==> config.mk <==
export PLATFORM = sky130hd
export DESIGN_NAME = tl_tx_err_msg_sender
export DESIGN_NICKNAME = d
export VERILOG_FILES = /design/src/rtl/tl_tx_err_msg_sender.sv
export SDC_FILE = /design/constraint.sdc
export NUM_CORES = 1
export LEC_CHECK = 0
export BUFFER_PORTS_ARGS = -buffer_cell sky130_fd_sc_hd__clkbuf_2
export CORE_ASPECT_RATIO = 1.75
export CORE_MARGIN = 3
export CORE_UTILIZATION = 30
export DETAILED_ROUTE_END_ITERATION = 16
export GPL_TIMING_DRIVEN = 0
export MAX_ROUTING_LAYER = met4
export SYNTH_ARGS = -nofsm -noshare
export SYNTH_HDL_FRONTEND = slang
export SYNTH_SLANG_ARGS = --single-unit
export TNS_END_PERCENT = 100
==> constraint.sdc <==
create_clock -name i_clk -period 2.4 [get_ports i_clk]
set_input_delay 0.36 -clock i_clk [delete_from_list [all_inputs] [get_ports i_clk]]
set_output_delay 0.36 -clock i_clk [all_outputs]
set_load 0.01 [all_outputs]
==> src/rtl/tl_tx_err_msg_sender.sv <==
// Drains the RX error-handler FIFO and replays each entry as a TLP header
// on the TX path, one DW per beat, after winning TX arbitration.
module tl_tx_err_msg_sender #(
    parameter int MSG_WIDTH = 128,
    parameter int DW_WIDTH  = 32,
    parameter int CNT_WIDTH = 8
) (
    input  logic                 i_clk,
    input  logic                 i_rst,
    input  logic                 i_empty_flag,
    input  logic [MSG_WIDTH-1:0] i_tlp_msg,
    input  logic                 i_ur_cpl_valid,
    output logic                 o_msg_trans_en,
    output logic                 o_read_ptr_incr,
    output logic                 o_tx_req,
    input  logic                 i_tx_gnt,
    output logic                 o_tx_valid,
    input  logic                 i_tx_ready,
    output logic [DW_WIDTH-1:0]  o_tx_data,
    output logic                 o_tx_sop,
    output logic                 o_tx_eop,
    output logic                 o_busy,
    output logic [CNT_WIDTH-1:0] o_sent_cnt
);

    // Handshake: a beat transfers on a rising edge where o_tx_valid && i_tx_ready;
    // while valid is high and ready is low, data/sop/eop hold their values.

    typedef enum logic [1:0] {IDLE, FETCH, REQ, SEND} state_t;

    state_t                 state_q;
    logic [MSG_WIDTH-1:0]   hold_msg_q;
    logic                   is_cpl_q;
    logic [1:0]             idx_q;
    logic                   msg_trans_en_q;
    logic                   read_ptr_incr_q;
    logic                   tx_req_q;
    logic                   tx_valid_q;
    logic                   busy_q;
    logic [CNT_WIDTH-1:0]   sent_cnt_q;

    logic [1:0]             last_idx;
    logic [MSG_WIDTH-1:0]   shifted_msg;

    // Completions carry a 3DW header; the fourth DW of the entry is dropped.
    assign last_idx    = is_cpl_q ? 2'd2 : 2'd3;
    assign shifted_msg = hold_msg_q << (DW_WIDTH * idx_q);

    always_ff @(posedge i_clk) begin
        if (i_rst) begin
            state_q         <= IDLE;
            hold_msg_q      <= '0;
            is_cpl_q        <= 1'b0;
            idx_q           <= 2'd0;
            msg_trans_en_q  <= 1'b0;
            read_ptr_incr_q <= 1'b0;
            tx_req_q        <= 1'b0;
            tx_valid_q      <= 1'b0;
            busy_q          <= 1'b0;
            sent_cnt_q      <= '0;
        end else begin
            msg_trans_en_q  <= 1'b0;
            read_ptr_incr_q <= 1'b0;
            case (state_q)
                IDLE: begin
                    if (!i_empty_flag) begin
                        state_q         <= FETCH;
                        msg_trans_en_q  <= 1'b1;
                        read_ptr_incr_q <= 1'b1;
                        busy_q          <= 1'b1;
                    end
                end
                FETCH: begin
                    hold_msg_q <= i_tlp_msg;
                    is_cpl_q   <= i_ur_cpl_valid;
                    idx_q      <= 2'd0;
                    tx_req_q   <= 1'b1;
                    state_q    <= REQ;
                end
                REQ: begin
                    if (i_tx_gnt) begin
                        tx_valid_q <= 1'b1;
                        state_q    <= SEND;
                    end
                end
                SEND: begin
                    // Grant is no longer looked at: a started TLP always completes.
                    if (i_tx_ready) begin
                        if (idx_q == last_idx) begin
                            sent_cnt_q <= sent_cnt_q + {{(CNT_WIDTH-1){1'b0}}, 1'b1};
                            tx_req_q   <= 1'b0;
                            tx_valid_q <= 1'b0;
                            busy_q     <= 1'b0;
                            state_q    <= IDLE;
                        end else begin
                            idx_q <= idx_q + 2'd1;
                        end
                    end
                end
                default: state_q <= IDLE;
            endcase
        end
    end

    assign o_msg_trans_en  = msg_trans_en_q;
    assign o_read_ptr_incr = read_ptr_incr_q;
    assign o_tx_req        = tx_req_q;
    assign o_tx_valid      = tx_valid_q;
    assign o_busy          = busy_q;
    assign o_sent_cnt      = sent_cnt_q;
    assign o_tx_data       = tx_valid_q ? shifted_msg[MSG_WIDTH-1 -: DW_WIDTH] : '0;
    assign o_tx_sop        = tx_valid_q && (idx_q == 2'd0);
    assign o_tx_eop        = tx_valid_q && (idx_q == last_idx);

endmodule

# After elaboration in Yosys (flattened, before gate mapping)
# Cells that the tools add are included.
# totals
input_bits,134
out_inout_bits,47
reg_bits,145
# op_classes
reduce_logical,14
n_bitwise,1
muxes,18
n_shift,1
add_sub_neg,2
eq_ne,9
# op_table
op,count
$shl A128 B7 Y128,1
$mux W32,1
$mux W2,6
$reduce_and A4 Y1,3
$ne A2 B2 Y1 const B,5
$reduce_and A3 Y1,3
$add A8 B1 Y8 const B,1
$pmux W2 S4,1
$mux W1,6
$pmux W1 S2,3
$reduce_bool A2 Y1,3
$eq A2 B2 Y1 const B,2
$logic_not A2 Y1,2
$pmux W2 S2,1
$add A2 B1 Y2 const B,1
$eq A2 B1 Y1 const B,1
$eq A2 B2 Y1,1
$logic_and A1 B1 Y1,2
$reduce_or A2 Y1,1
$not A1 Y1,1

# Longest topological paths before layout
# Gate-level depths: netlist (run 1).
# logic_depth
depth_word,5
depth_mapped,7

# Worst setup path before layout (run 1)
# No wires, ideal clock.
# synth_path
kind,reg2out
from,register idx_q[1]
to,output port o_tx_data[10]
path_stages_with_launch,5
arrival_time_ns,1.457
path_buffers,2
slack_ns,0.583
required_time_ns,2.040
cell_sequence,dfxtp_1 > buf_4 > buf_4 > mux4_2 > and2_1
# synth_between
elab_chain_cells,2
# synth_lines
item,line_no,source
start: declaration,34,logic [1:0] idx_q;
start signal: assignment,96,idx_q <= idx_q + 2'd1;
$shl A128 B7 Y128,47,assign shifted_msg = hold_msg_q << (DW_WIDTH * idx_q);
$mux W32,111,assign o_tx_data = tx_valid_q ? shifted_msg[MSG_WIDTH-1 -: DW_WIDTH] : '0;
end: declaration,19,"output logic [DW_WIDTH-1:0] o_tx_data,"
# No other way between the ends.

# Worst setup path in the final report (run 1)
# layout_path
from,register idx_q[1]
to,output port o_tx_data[19]
# Same word-level chain as after synthesis.

==> reports/metrics.yaml, run 1 <==
critical_path.slowest_cell: "mux4_2"
path_buf_inv: 2
syn_inst: 595
start_kind: "register"
cp_cell_sequence: "buf_4, mux4_2, and2_1, clkbuf_2"
layout_min_cycle_time_ps: 2310
yosysWarnings: 0
end_kind: "output pin"
async_flop_share_pct: 0
ant_nets: 0
path_delay_family: "multiplexers"
cts_tree: "built"
design.die.area_um2: 23000
ioPinCount: 181
syn_to_final_growth_pct: 29.8
grt_max_degree: 17
die_x_um: 116
tightest_slew_ps: 952
syn_area_per_cell_um2: 10.7
holdPathStages: 2
p_total_uw: 8560
synth.cell_area_um2: 6350
vias: 5012
antenna_found_initial: 3
root_buffer: "clkbuf_16"
groute.usage.overall_pct: 17.7
max_freq_ghz: 0.433
core-area_um2: 20500
place_hpwl_um: 14700
initial_core_util_pct: 30.9
cp.arrival_ps: 1950
maxSlewViolCount: 0
rsz0062_at_grt: "no"
multi_input_area_um2: 3220
clock_latency_ps: 430
slew-limit-headroom_pct: 36.5
synth_edf_count: 0
finalSetupTns_ps: 0
die_h_um: 198
first_iter_violations: 210
yosysTopAreaCell: "dfxtp_1"
hold_buffers: 0
gp_congestion: 0.790
avgViaCountPerCell: 4.75
r2r_cells: 6
critPathMaxFanout: 10
seq_area_frac_synth_pct: 45.7
setup_viol: 0
synth.net_count: 737
port_buffers: 179
post-place-cells: 1022
status: "finished clean"
drc: 0
overflow: 0
power_density_nw_per_um2: 1040
grt_pass1_wl_um: 29000
min_period_over_period_pct: 96.3
fin_nets: 935
wl_um: 19400
crit_cells: 4
yosys-top-cells-count: "dfxtp_1, nor2_1, mux2i_1"
required_ps: 2040
cts_buffers: 17
cts.sinks: 145
synth.distinct_cells: 38
synth-main-ff-cell: "dfxtp_1"
skew_ps: 7.82
htreeDepth: 4
netlist.area_leader.share_pct: 45.7
wire_per_inst_um: 18.4
grt_pass1_vias: 5151
cpPeakStageDelay_ps: 530
synth_seq_cells: 145
cap_viol_max_count: 0
stdcell_count: 1056
peakVddDrop_mv: 0.711
synth_area_leaders: "dfxtp_1, mux2i_1, mux4_2"
final-hold-violation-count: 0
synth_most_common_cell: "dfxtp_1"
num_rows: 69
regArea_um2: 2900
cts.clk_slew.worst_paths_ps: 60
layout-drive-gt1-share_pct: 33.2
cts.path.max_buffers: 2
p_leak_uw: 0.00349
nFillCells: 2063
crit_type: "register to output pin"
min-delay-path-class: "input port to register"
firstDrtPassIters: 4
[registers in the layout (all words and copies together), names as in the netlist]
name	flops
hold_msg_q	128
idx_q	2
is_cpl_q	1
o_busy	1
o_read_ptr_incr	1
o_sent_cnt	8
o_tx_req	1
o_tx_valid	1
state_q	2
[metrics by stage]
step	util [%]	hold slack [ps]	worst slack [ps]	cell area (µm²)
floorplan	-	436	583	6350
global placement	36.8	467	238	7550
detailed placement	36.8	474	173	7550
CTS	40.0	122	17.3	8220
global route	40.1	125	7.23	8230
finish	40.1	133	88.1	8230
[placed cells by master, fill, tap and decap left out, drive strengths merged, types with 2 or more instances in the layout]
cell type | synthesis | final
inv | 7 | 7
clkinvlp | 0 | 2
ha | 8 | 8
dfxtp | 145 | 145
nand4 | 2 | 2
nor4 | 2 | 2
nor3 | 3 | 3
buf | 24 | 24
diode | 0 | 3
mux4 | 32 | 32
clkinv | 0 | 7
o21ai | 5 | 5
nand3 | 5 | 5
a21oi | 8 | 8
clkbuf | 19 | 215
nand2 | 5 | 5
bufinv | 0 | 5
mux2i | 129 | 129
xnor2 | 5 | 5
nor2 | 141 | 141
and2 | 34 | 34
nand2b | 3 | 3
o31ai | 2 | 2
xor2 | 2 | 2
[per-layer routing]
layer / wire [µm] / vias to the layer above / GRT usage [%]
li1: - / 2456 / -
met1: 7240 / 2397 / 18.0
met2: 10800 / 124 / 31.8
met3: 781 / 35 / 3.96
met4: 575 / 0 / 7.83
met5: 0 / - / -
[layout make-up]
class,count,area share (%)
tap,248,3.77
buffer,43,2.80
inverter,7,0.319
sequential,145,35.3
clock inverter,14,2.61
clock buffer,17,5.17
multi-input combinational,400,39.1
timing repair buffer,179,10.9
antenna,3,0.0912
[worst paths after layout]
kind,from,end,slack (ps)
min reg2reg,hold_msg_q[91],hold_msg_q[91],490
max,idx_q[1],o_tx_data[19],90
min,i_empty_flag,o_read_ptr_incr,130
max reg2reg,state_q[1],hold_msg_q[73],300
[what timing repair did]
action / CTS / global route
resized for setup: 9 / 4
pin swaps: 0 / 0
endpoints found under the setup margin: 29 / 26
setup buffers: 0 / 0
[logic make-up after synthesis]
logic type	after synthesis	synth area share [%]
and+or+nand+nor	203	14.3
xor gates and xnor gates	7	1.08
DFF	145	45.7
buffers and inverters	50	3.53
adders and majority gates	8	1.58
muxes	161	31.7
AOI/OAI and AO/OA	21	2.05
[power breakdown]
part	switching [µW]	total [µW]	internal, µW
Combinational	1260	2440	1180
Clock	1060	2890	1840
Sequential	300	3230	2930
Total	2620	8560	5950
Note: power is estimated with default switching activity, not from simulation.
==> inputs of run 2 (changes only) <==
==> constraint.sdc (replaced) <==
create_clock -name i_clk -period 2.3 [get_ports i_clk]
set_input_delay 0.345 -clock i_clk [delete_from_list [all_inputs] [get_ports i_clk]]
set_output_delay 0.345 -clock i_clk [all_outputs]
set_load 0.01 [all_outputs]
==> reports/metrics.yaml, run 2 (synthesis gave the netlist of run 1 again) <==
status: "finished clean"
combPwrFrac_pct: 28.5  # about the same
layout-drive-gt1-share_pct: 33.8  # +0.66 points
wire_per_inst_um: 18.4  # about the same
peakVddDrop_mv: 0.742  # +4.4%
path_buf_inv: 3  # +1
grt_pass1_wl_um: 29100  # +0.29%
hold_buffers: 0  # unchanged
r2r_cells: 6  # unchanged
switching_share_pct: 30.5  # -0.038 points
critical_path.slowest_cell: "mux4_2"
holdPathStages: 2  # unchanged
design.die.area_um2: 23000  # unchanged
ioPinCount: 181  # unchanged
root_buffer: "clkbuf_16"
cts_tree: "built"
path_delay_family: "multiplexers"
fin_nets: 937  # +0.21%
critPathMaxFanout: 9  # -1
finalSetupTns_ps: 0  # unchanged
die_h_um: 198  # unchanged
cpPeakStageDelay_ps: 490  # -40 ps
cts.clk_slew.worst_paths_ps: 60  # about the same
cts.path.max_buffers: 2  # unchanged
required_ps: 1960  # -80 ps
setup_viol: 0  # unchanged
core-area_um2: 20500  # unchanged
avgViaCountPerCell: 4.76  # +0.21%
htreeDepth: 4  # unchanged
cap_viol_max_count: 0  # unchanged
drc: 0  # unchanged
top_register: "hold_msg_q"
p_total_uw: 8930  # +4.3%
end_kind: "output pin"
crit_cells: 5  # +1
vias: 5032  # +0.40%
overflow: 0  # unchanged
initial_core_util_pct: 30.9  # unchanged
crit_type: "register to output pin"
port_buffers: 179  # unchanged
final-hold-violation-count: 0  # unchanged
firstDrtPassIters: 4  # unchanged
power_density_nw_per_um2: 1080  # +3.5%
largest_reg_flops: 128  # unchanged
max_freq_ghz: 0.445
maxSlewViolCount: 0  # unchanged
cts.sinks: 145  # unchanged
start_kind: "register"
cp.arrival_ps: 1900  # -50 ps
power_frac_clock_pct: 33.8  # about the same
nFillCells: 2053  # -0.48%
gp_congestion: 0.790  # unchanged
layout_common_cells: "clkbuf_2, dfxtp_1, nor2_1"
stdcell_count: 1058  # +0.19%
post-place-cells: 1022  # unchanged
tightest_slew_ps: 938  # -13.6 ps
cpMostUsedCell: "buf_12"
grt_max_degree: 17  # unchanged
syn_to_final_growth_pct: 30.8
antenna_found_initial: 3  # unchanged
p_leak_uw: 0.00352  # +0.88%
die_x_um: 116  # unchanged
final_common_cell: "clkbuf_2"
slew-limit-headroom_pct: 37.5  # +0.90 points
grt_pass1_vias: 5143  # -0.16%
min-delay-path-class: "input port to register"
cp_cell_sequence: "buf_12, buf_12, mux4_2, and2_1, clkbuf_2"
groute.usage.overall_pct: 17.7  # +0.084 points
cts_buffers: 17  # unchanged
first_iter_violations: 169  # -20%
num_rows: 69  # unchanged
rsz0062_at_grt: "no"
min_period_over_period_pct: 97.8
clock_latency_ps: 430  # about the same
p_seq_share_pct: 37.7  # about the same
switching_power_uw: 2730  # +4.2%
ant_nets: 0  # unchanged
wl_um: 19500  # +0.25%
power.internal_uw: 6210  # +4.4%
layout_min_cycle_time_ps: 2250
place_hpwl_um: 14700  # unchanged
skew_ps: 7.64  # -0.180 ps
==> run 2: changes by cell type in the layout (fill, tap and decap cells not counted), sizes merged <==
cell,previous run,this run
buf,24,26
==> run 2: layout make-up <==
type                    instances  area (µm²)  area share [%]
repair buffers                181         943            11.4
inverters                       7        26.3           0.316
clock inverters                14         215            2.59
plain buffers                  43         244            2.94
flip-flops and latches        145        2910            35.0
well taps                     248         310            3.74
diodes                          3        7.51          0.0904
multi-input cells             400        3220            38.8
clock buffers                  17         425            5.12
==> run 2: power groups by stage <==
| stage | clock network [µW] | logic, µW | registers [µW] |
|---|---|---|---|
| after global placement | 0 | 2530 | 3400 |
| after global routing | 3190 | 2800 | 3430 |
| after detailed placement | 0 | 2580 | 3420 |
| final | 3020 | 2550 | 3370 |
| after CTS | 3090 | 2590 | 3370 |
| after floorplan | 0 | 1920 | 3320 |
==> run 2: path summary, 6_finish.rpt <==
kind                                     start              end  slack (ps)
worst max-delay path                  idx_q[1]    o_tx_data[24]          50
worst min-delay path              i_empty_flag  o_read_ptr_incr         120
worst max register to register      state_q[1]   hold_msg_q[73]         180
worst min register to register  hold_msg_q[91]   hold_msg_q[91]         490
==> run 2: per-layer routing <==
metal / vias up / part of all wire [%] / global-route usage (%)
met4: 0 / 3.3 / 7.66
li1: 2465 / - / -
met5: - / 0 / -
met2: 130 / 56 / 32.1
met3: 36 / 4.2 / 3.93
met1: 2401 / 37 / 18.1
==> run 2: what timing repair did <==
| action | 4_1_cts | 5_1_grt |
|---|---|---|
| gates resized for setup | 19 | 6 |
| cloned | 1 | 0 |
| endpoints found under the setup margin | 30 | 107 |
| setup buffers | 1 | 0 |
==> run 2: through the flow <==
stage | area, µm² | hold slack [ps] | worst slack, ps | util [%]
6_report | 8300 | 118 | 51.0 | 40.4
3_3_place_gp | 7550 | 467 | 138 | 36.8
5_1_grt | 8300 | 110 | 0.117 | 40.4
4_1_cts | 8290 | 107 | 4.61 | 40.3
3_5_place_dp | 7550 | 474 | 73.3 | 36.8
2_1_floorplan | 6350 | 421 | 498 | -
==> inputs of run 3 (changes only) <==
--- a/config.mk
+++ b/config.mk
@@ -10,8 +10,8 @@
 export CORE_MARGIN = 3
 export CORE_UTILIZATION = 30
 export DETAILED_ROUTE_END_ITERATION = 16
-export GPL_TIMING_DRIVEN = 0
 export MAX_ROUTING_LAYER = met4
+export RECOVER_POWER = 100
 export SYNTH_ARGS = -nofsm -noshare
 export SYNTH_HDL_FRONTEND = slang
 export SYNTH_SLANG_ARGS = --single-unit
==> reports/metrics.yaml, run 3 (synthesis gave the netlist of run 1 again) <==
vias: 4797  # -4.7%
status: "finished clean"
fin_nets: 906  # -3.3%
rsz0062_at_grt: "no"
antenna_found_initial: 0  # -3
ant_nets: 0  # unchanged
nFillCells: 2079  # +1.3%
drc: 0  # unchanged
final-hold-violation-count: 0  # unchanged
cts_tree: "built"
r2r-start: "state_q[1]"
core-area_um2: 20500  # unchanged
use_met1_pct: 15.6  # -2.5 points
tightest_slew_ps: 1190  # +253 ps
peakVddDrop_mv: 0.570  # -23%
globalRoute.busiestLayer: "met2"
crit_type: "register to output pin"
cp.arrival_ps: 1870  # -30 ps
grt_max_degree: 72  # +55
min-delay-path-class: "input port to register"
critPathMaxFanout: 14  # +5
final_common_cell: "clkbuf_2"
syn_to_final_growth_pct: 29.0
final_util_pct: 39.8  # -0.56 points
die_x_um: 116  # unchanged
skew_ps: 7.89  # +0.248 ps
design.die.area_um2: 23000  # unchanged
maxSlewViolCount: 0  # unchanged
max_freq_ghz: 0.451  # +1.4%
hold_buffers: 0  # unchanged
setup_viol: 0  # unchanged
firstDrtPassIters: 4  # unchanged
overflow: 0  # unchanged
port_buffers: 180  # +0.56%
grtUsageMet2_pct: 25.5  # -6.5 points
cts.path.max_buffers: 2  # unchanged
use_met3_pct: 3.53  # -0.40 points
cap_viol_max_count: 0  # unchanged
groute.usage.overall_pct: 14.7  # -3.0 points
cp_cell_sequence: "buf_12, mux4_2, and2_0, clkbuf_2"
gp_congestion: 0.751  # -4.9%
first_iter_violations: 188  # +11%
die_h_um: 198  # unchanged
start_kind: "register"
cts.sinks: 145  # unchanged
layout-drive-gt1-share_pct: 31.2  # -2.6 points
end_kind: "output pin"
largest_reg_flops: 128  # unchanged
critical_path.slowest_cell: "mux4_2"
path_delay_family: "multiplexers"
diodes: 0  # -3
place_hpwl_um: 11700  # -21%
grt_pass1_vias: 4969  # -3.4%
p_leak_uw: 0.00337  # -4.2%
holdPathStages: 2  # unchanged
layout_common_cells: "clkbuf_2, dfxtp_1, nor2_1"
num_rows: 69  # unchanged
cpPeakStageDelay_ps: 500  # about the same
slew-limit-headroom_pct: 20.6  # -17 points
layout_min_cycle_time_ps: 2220  # -30.1 ps
avgViaCountPerCell: 4.68  # -1.5%
min_to: "o_read_ptr_incr"
cts_buffers: 17  # unchanged
wl_um: 16300  # -16%
power_density_nw_per_um2: 1090  # +1.2%
r2r_slack_ps: 210  # +30 ps
cts.clk_slew.worst_paths_ps: 60  # about the same
grt_pass1_wl_um: 25300  # -13%
r2r_end: "hold_msg_q[15]"
root_buffer: "clkbuf_16"
path_buf_inv: 2  # -1
wire_per_inst_um: 15.9  # -14%
worstHoldStart: "i_empty_flag"
htreeDepth: 4  # unchanged
required_ps: 1960  # about the same
min_period_over_period_pct: 96.5  # -1.3 points
top_register: "hold_msg_q"
ioPinCount: 181  # unchanged
r2r_cells: 5  # -1
finalSetupTns_ps: 0  # unchanged
clock_latency_ps: 420  # about the same
initial_core_util_pct: 30.9  # unchanged
[run 3: area by class of cell]
cell class / instances / area, µm² / area share (%)
sequential: 145 / 2910 / 35.5
clock buffer: 19 / 453 / 5.53
multi-input combinational: 400 / 3230 / 39.5
clock inverter: 12 / 229 / 2.80
tap: 248 / 310 / 3.79
inverter: 7 / 26.3 / 0.321
timing repair buffer: 193 / 1030 / 12.5
[run 3: how the worst max path moves through the flow]
stage | from | end | slack, ps | depth (start not counted)
2_1_floorplan | idx_q[1] | o_tx_data[10] | 500 | 4
3_3_place_gp | idx_q[1] | o_tx_data[30] | 410 | 4
3_5_place_dp | state_q[0] | o_sent_cnt[6] | 360 | 5
4_1_cts | idx_q[1] | o_tx_data[17] | 7 | 4
5_1_grt | idx_q[1] | o_tx_data[27] | 2 | 4
6_report | idx_q[1] | o_tx_data[1] | 80 | 4
[run 3: power breakdown]
group,switching [µW],internal [µW],total (µW)
Sequential,286,3060,3350
Combinational,1160,1230,2390
Clock,1090,2100,3190
Total,2530,6390,8920
[run 3: per-layer routing]
layer	wire, µm	vias up
met1	6280	2266
li1	-	2390
met3	647	25
met2	8920	116
met4	441	0
met5	0	-
[run 3: stage by stage]
stage          setup WS [ps]  instances  area (µm²)  total power [µW]  hold WS, ps
6_report                81.1       1024        8190              8920          115
5_1_grt                 2.43       1024        8190              9440          106
4_1_cts                 7.16       1021        8210              9070         93.5
3_5_place_dp             355        990        7530              5830          477
3_3_place_gp             407        990        7530              5790          468
2_1_floorplan            498        595        6350              5240          421
[run 3: timing repair]
action                     4_1_cts  5_1_grt
setup endpoints to repair       22       12
gates resized for setup          2        1
cloned                           0        1
setup buffers                    0        2
